<file path="config.mk">
export PLATFORM = sky130hd
export DESIGN_NAME = cdc_event_accum
export DESIGN_NICKNAME = d
export VERILOG_FILES = /design/src/rtl/cdc_event_accum.sv
export SDC_FILE = /design/constraint.sdc
export NUM_CORES = 1
export LEC_CHECK = 0
export CAP_MARGIN = 5
export CORE_UTILIZATION = 35
export DETAILED_ROUTE_END_ITERATION = 8
export PLACE_DENSITY = 0.51
export SLEW_MARGIN = 20
export SYNTH_ARGS = -nofsm -noshare
export SYNTH_HDL_FRONTEND = slang
export SYNTH_SLANG_ARGS = --single-unit
</file>
<file path="constraint.sdc">
create_clock -name clkB -period 2.6 [get_ports clkB]
set_input_delay 0.26 -clock clkB [delete_from_list [all_inputs] [get_ports clkB]]
set_output_delay 0.26 -clock clkB [all_outputs]
set_load 0.02 [all_outputs]
</file>
<file path="src/rtl/cdc_event_accum.sv">
// Destination-domain event batcher: counts sync'd pulses and emits
// count words on valid/ready when a batch fills or times out.
module cdc_event_accum #(
  parameter int CNT_W   = 8,
  parameter int BATCH   = 16,
  parameter int TIMEOUT = 64,
  localparam int TO_W   = $clog2(TIMEOUT)
) (
  input  logic             clkB,
  input  logic             rstB_n,
  input  logic             evt_i,
  input  logic             clr_i,
  output logic             out_valid,
  input  logic             out_ready,
  output logic [CNT_W-1:0] out_count,
  output logic             out_reason,
  output logic             out_ovf,
  output logic             busy
);

  typedef enum logic [1:0] {
    IDLE   = 2'd0,
    ACCUM  = 2'd1,
    OUTPUT = 2'd2
  } state_t;

  localparam logic [CNT_W-1:0] ACC_MAX = '1;
  localparam logic [CNT_W-1:0] BATCH_V = CNT_W'(BATCH);
  localparam logic [TO_W-1:0]  TO_LAST = TO_W'(TIMEOUT - 1);

  state_t           state_q, state_d;
  logic [CNT_W-1:0] acc_q, acc_d;
  logic [TO_W-1:0]  timer_q, timer_d;
  logic             ovf_q, ovf_d;
  logic [CNT_W-1:0] cnt_q, cnt_d;
  logic             rsn_q, rsn_d;
  logic             oovf_q, oovf_d;

  logic [CNT_W-1:0] acc_add;
  logic             ovf_add;
  logic             full;
  logic             tmo;
  logic             hs;

  // Saturating accumulate; a lost event marks the batch sticky-overflowed
  always_comb begin
    acc_add = acc_q;
    ovf_add = ovf_q;
    if (evt_i) begin
      if (acc_q == ACC_MAX) begin
        ovf_add = 1'b1;
      end else begin
        acc_add = acc_q + 1'b1;
      end
    end
  end

  assign full = (acc_q >= BATCH_V);
  assign tmo  = (timer_q == TO_LAST);
  assign hs   = (state_q == OUTPUT) && out_ready;

  always_comb begin
    state_d = state_q;
    acc_d   = acc_q;
    timer_d = timer_q;
    ovf_d   = ovf_q;
    cnt_d   = cnt_q;
    rsn_d   = rsn_q;
    oovf_d  = oovf_q;
    if (clr_i) begin
      state_d = IDLE;
      acc_d   = '0;
      timer_d = '0;
      ovf_d   = 1'b0;
    end else begin
      unique case (state_q)
        IDLE: begin
          if (evt_i) begin
            state_d = ACCUM;
            acc_d   = {{(CNT_W-1){1'b0}}, 1'b1};
            timer_d = '0;
          end
        end
        ACCUM: begin
          if (full || tmo) begin
            // Flush uses pre-event values; this cycle's event opens the next batch
            state_d = OUTPUT;
            cnt_d   = acc_q;
            oovf_d  = ovf_q;
            rsn_d   = full;
            acc_d   = {{(CNT_W-1){1'b0}}, evt_i};
            ovf_d   = 1'b0;
          end else begin
            timer_d = timer_q + 1'b1;
            acc_d   = acc_add;
            ovf_d   = ovf_add;
          end
        end
        OUTPUT: begin
          acc_d = acc_add;
          ovf_d = ovf_add;
          if (hs) begin
            timer_d = '0;
            state_d = (acc_add != '0) ? ACCUM : IDLE;
          end
        end
        default: begin
          state_d = IDLE;
          acc_d   = '0;
          timer_d = '0;
          ovf_d   = 1'b0;
        end
      endcase
    end
  end

  always_ff @(posedge clkB or negedge rstB_n) begin
    if (!rstB_n) begin
      state_q <= IDLE;
      acc_q   <= '0;
      timer_q <= '0;
      ovf_q   <= 1'b0;
      cnt_q   <= '0;
      rsn_q   <= 1'b0;
      oovf_q  <= 1'b0;
    end else begin
      state_q <= state_d;
      acc_q   <= acc_d;
      timer_q <= timer_d;
      ovf_q   <= ovf_d;
      cnt_q   <= cnt_d;
      rsn_q   <= rsn_d;
      oovf_q  <= oovf_d;
    end
  end

  assign out_valid  = (state_q == OUTPUT);
  assign out_count  = cnt_q;
  assign out_reason = rsn_q;
  assign out_ovf    = oovf_q;
  assign busy       = (state_q != IDLE);

endmodule

</file>
After elaboration in Yosys (flattened, before gate mapping)
Index checks and enable logic that the tools add are counted.

operators by class
  add/sub/neg operators = 2
  magnitude comparators = 1
  equality and inequality tests = 9
  mux-type cells = 22
  bitwise logic cells = 1
  reductions and logical operators = 8

operators with widths
  kind                                                                      count
  8-bit 2-to-1 mux                                                          5
  6-bit 2-to-1 mux                                                          4
  8-bit one-hot mux with 3 select lines                                     1
  6-bit one-hot mux with 3 select lines                                     1
  3-bit inequality test (second input constant)                             3
  3-bit AND reduction                                                       3
  8-bit by 1-bit adder with 8-bit output (second input constant)            1
  8-bit equality test (second input constant)                               1
  8-bit by 5-bit >= comparator with 1-bit output (second input constant)    1
  2-bit 2-to-1 mux                                                          4
  8-bit nonzero test                                                        1
  6-bit by 1-bit adder with 6-bit output (second input constant)            1
  6-bit equality test (second input constant)                               1
  2-bit one-hot mux with 3 select lines                                     1
  1-bit 2-to-1 mux                                                          5
  3-bit by 2-bit inequality test with 1-bit output (second input constant)  1
  1-bit one-hot mux with 3 select lines                                     1
  2-bit by 1-bit equality test with 1-bit output (second input constant)    1
  2-bit equality test (second input constant)                               1
  2-bit zero test                                                           1
  2-bit inequality test (second input constant)                             1
  2-bit nonzero test                                                        1
  1-bit logical AND                                                         1
  1-bit logical OR                                                          1
  1-bit NOT                                                                 1

word-level totals
  flip-flop bits (word level) = 27
  input port bits = 5
  output and inout bits = 12

Longest topological paths before layout
  depth after elaboration = 8
  depth in mapped cells = 8

Worst setup path before layout
Ideal clock, no wire load.

  path kind = register to register
  start point = register state_q[1]
  end point = register cnt_q[1], in the netlist out_count[1]
  library setup time = 125 ps
  data arrival time = 1748 ps
  data required time = 2475 ps
  setup slack = 727 ps
  stages on the path, launching flop included = 8
  buffers on the path = 1
  period minus slack after synthesis = 1873 ps
  path through = dfrtp_1 inv_1 ha_1 inv_1 nor2_1 and2_1 buf_2 mux2_2

on the way
  word-level cells in the longest chain between the ends = 2

ends and longest elaborated chain
  element                                         RTL line  RTL
  start: declaration                              31        state_t state_q, state_d;
  start signal: assignment                        127       state_q <= state_d;
  2-bit by 1-bit equality test with 1-bit output  76        unique case (state_q)
  3-bit AND reduction (no line)                   -
  end signal: assignment                          131       cnt_q <= cnt_d;
  end: declaration                                35        logic [CNT_W-1:0] cnt_q, cnt_d;

No other way between the ends.
A chain may end at the register's enable or synchronous reset.

Worst setup path in the final report
  start point = register acc_q[4]
  end point = register acc_q[2]

on the way
  word-level cells in the longest chain between the ends = 6
  elaborated cells on any way between the ends = 8
  those cells by class = 1 x order compare; 1 x eq/ne; 5 x mux; 1 x reduce/logical

ends and longest elaborated chain
  element                                                                                                 RTL line  RTL
  start: declaration                                                                                      32        logic [CNT_W-1:0] acc_q, acc_d;
  start signal: assignment                                                                                120       acc_q <= '0;
  start signal: assignment                                                                                128       acc_q <= acc_d;
  parallel branches: the longest is 4 deep, another holds 8-bit by 5-bit >= comparator with 1-bit output  -
  8-bit one-hot mux with 3 select lines (*)                                                               76
  8-bit 2-to-1 mux (*)                                                                                    70        if (clr_i) begin

Mark *: on every way between the ends.

==> impl_metrics.ini <==
[run_status]
status = finished, violations left
violations = DRC

[sta]
setup_ws_ns = 0.444
worst_slew_pin_slew_ns = 0.593
holdWs_ns = 0.345
timing.final.crit_share = 0.829
maxSlewViolCount = 0
min_period_ns = 2.16
skew_ns = 0.00520
max_freq_ghz = 0.464
grt_setup_unrepaired = no
relSlewSlack = 0.605
tns_ns = 0
hold_viol = 0
setup_viol = 0

[pwr]
ir_drop_v = 0.000202
swShare = 0.357
p_seq_frac = 0.425
clkPwrFrac = 0.224
p_leak_nw = 0.817
p_comb_frac = 0.351
p_per_area_nw_per_um2 = 569
switching_power_w = 0.000392
power_w = 0.00110
internal_power_w = 0.000707

[yosys]
synth-compound-area-share = 0.181
async_flop_share = 1.00
mappedNetlistNets = 188
synth_warnings = 0
synth_xor_area_frac = 0.0367
ys_types = 43
synth_cells = 175
synthMuxAreaShare = 0.0801
syn_area_per_cell_um2 = 9.54
synth-seq-cells = 27
synth_ff_type = dfrtp_1
yosysTopAreaCell = dfrtp_1
synth_fa_ha_area_frac = 0.0599
yosys.area_share.simple = 0.178
netlist_area_um2 = 1670
yosysSeqAreaShare = 0.404
yosysMostFrequentCell = dfrtp_1
synth_area_leaders = dfrtp_1, mux2_2, ha_1, a21oi_1, nand2_1
yosysTopAreaCellShare = 0.404
yosys-top-cells-count = dfrtp_1, nand2_1, nor2_1, a21oi_1, inv_1
synth-edff-count = 0
synth_top_family_by_area = compound AO/OA/AOI/OAI gates

[placed_design]
place_area_um2 = 1890
dp_slack_ns = 0.430
hpwl_um = 2810
gp_congestion = 0.835
port_buffers = 16

[finish]
area_growth_pct = 15.6
fillers = 444
drive_gt1_frac = 0.135
finish.net_count = 206
final_area_um2 = 1930
ff_latch_area_um2 = 676
num_antenna_cells = 0
multi_input_area_um2 = 895

[global_routing]
grt_max_degree = 28
track_usage = 0.160
use_met1 = 0.238
antenna_found_initial = 0
grt_busiest_layer = met2
grt_use_met2 = 0.239
grt_pass1_wl_um = 6470
grt_overflow_total = 0
grt_pass1_vias = 1331
met3_usage = 0.0313

[routing]
antenna_left = 0
dr.pass1.iters = 9
route.vias.total = 1350
drc = 3
wirelength_um = 3850
wl_per_cell_um = 15.8
drt_iter0_markers = 62
viasPerCell = 5.53

[job]
max-cap-violations = 0

[die]
chipWidth_um = 71.1
die_height_um = 71.1
rows = 24
pin_count = 17
start_util = 0.373
core_area_um2 = 4470
fp.dieArea_um2 = 5050

[critical_path]
cp.arrival_ns = 2.37
r2r_end = acc_q[2]
crit_start = acc_q[4]
r2r_setup_slack_ns = 0.44
crit_end = acc_q[2]
cp_max_fo = 11
required_ns = 2.82
cp-end-kind = register
startpoint_type = register
rr_worst_depth = 5
worstReg2RegStart = acc_q[4]
critPathKind = register to register

[clock_tree]
clock-sinks = 27
cts.repair.resized = 0
clk_latency_ns = 0.28
cts-root-buf = clkbuf_8
clockBufferDepth = 2
clkTransAtPathRegs_ns = 0.10
htree_levels = 1
cts_inserted_buffers = 3
cts-hold-fix-buffers = 0
tritoncts = yes
cts_setup_buffers = 0

[worst_hold_path]
hold_path.class = primary input to asynchronous set/reset pin
## worst min-delay path by stage
| stage | endpoint | slack (ns) | depth (start not counted) |
|---|---|---|---|
| floorplan | acc_q[0] | -0.04 | 0 |
| global route | acc_q[1] | 0.37 | 2 |
| finish | acc_q[1] | 0.35 | 2 |
| detailed placement | out_count[0] | 0.50 | 1 |
| global placement | out_reason | 0.49 | 2 |
| CTS | acc_q[1] | 0.36 | 2 |
## layout by cell type (no fill, tap or decap), drive strengths merged, types with 4 or more instances in the layout
cell / Yosys / final
buf: 7 / 6
mux2: 11 / 11
ha: 8 / 8
dfrtp: 27 / 27
nand2b: 4 / 4
o21ai: 9 / 9
clkbuf: 2 / 4
xnor2: 6 / 6
nor2: 13 / 13
clkdlybuf4s50: 0 / 16
nand4: 6 / 6
nand2: 14 / 14
a21oi: 12 / 12
inv: 12 / 12
nand3: 7 / 7
a211oi: 4 / 4
## cells by family (layout without fill, tap and decap cells)
logic type | after synthesis | count (layout)
mux | 12 | 12
simple gates | 57 | 57
flops | 27 | 27
xor+xnor | 7 | 7
buf+inv | 21 | 38
fa+ha+maj | 8 | 8
compound gates | 43 | 43
## power groups by stage
stage	registers (W)	logic [W]	clock network [W]
global placement	0.000472	0.000381	0
detailed placement	0.000475	0.000386	0
finish	0.000467	0.000386	0.000246
CTS	0.000467	0.000388	0.000253
global route	0.000472	0.000426	0.000268
floorplan	0.000477	0.000253	0
## layout make-up
cell class,instances,area share
clock buffers,4,0.0233
inverters,12,0.0233
multi-input cells,127,0.463
flip-flops and latches,27,0.350
well taps,52,0.0337
repair buffers,22,0.106
## critical path, cell delays in order, from the launching register on
cell      delay (ns)
dfrtp_1         0.54
nor4_4          0.45
o211ai_2        0.24
a21boi_2        0.39
or3b_1          0.38
nand3_1         0.09
## sequential cells by signal, indices dropped and copies added (netlist names)
| register | flops |
|---|---|
| state_q | 2 |
| acc_q | 8 |
| out_ovf | 1 |
| out_count | 8 |
| out_reason | 1 |
| ovf_q | 1 |
| timer_q | 6 |
## per-layer routing
metal  vias up  part of all wire
met5         -                 0
met3         8             0.047
met4         0             0.015
met2        41              0.42
li1        660                 -
met1       641              0.52
## metrics by stage
step,utilization,cells
2_1_floorplan,-,175
3_3_place_gp,0.421,240
3_5_place_dp,0.421,240
4_1_cts,0.431,244
5_1_grt,0.431,244
6_report,0.431,244
No activity file was read; power rests on OpenSTA's default activity.
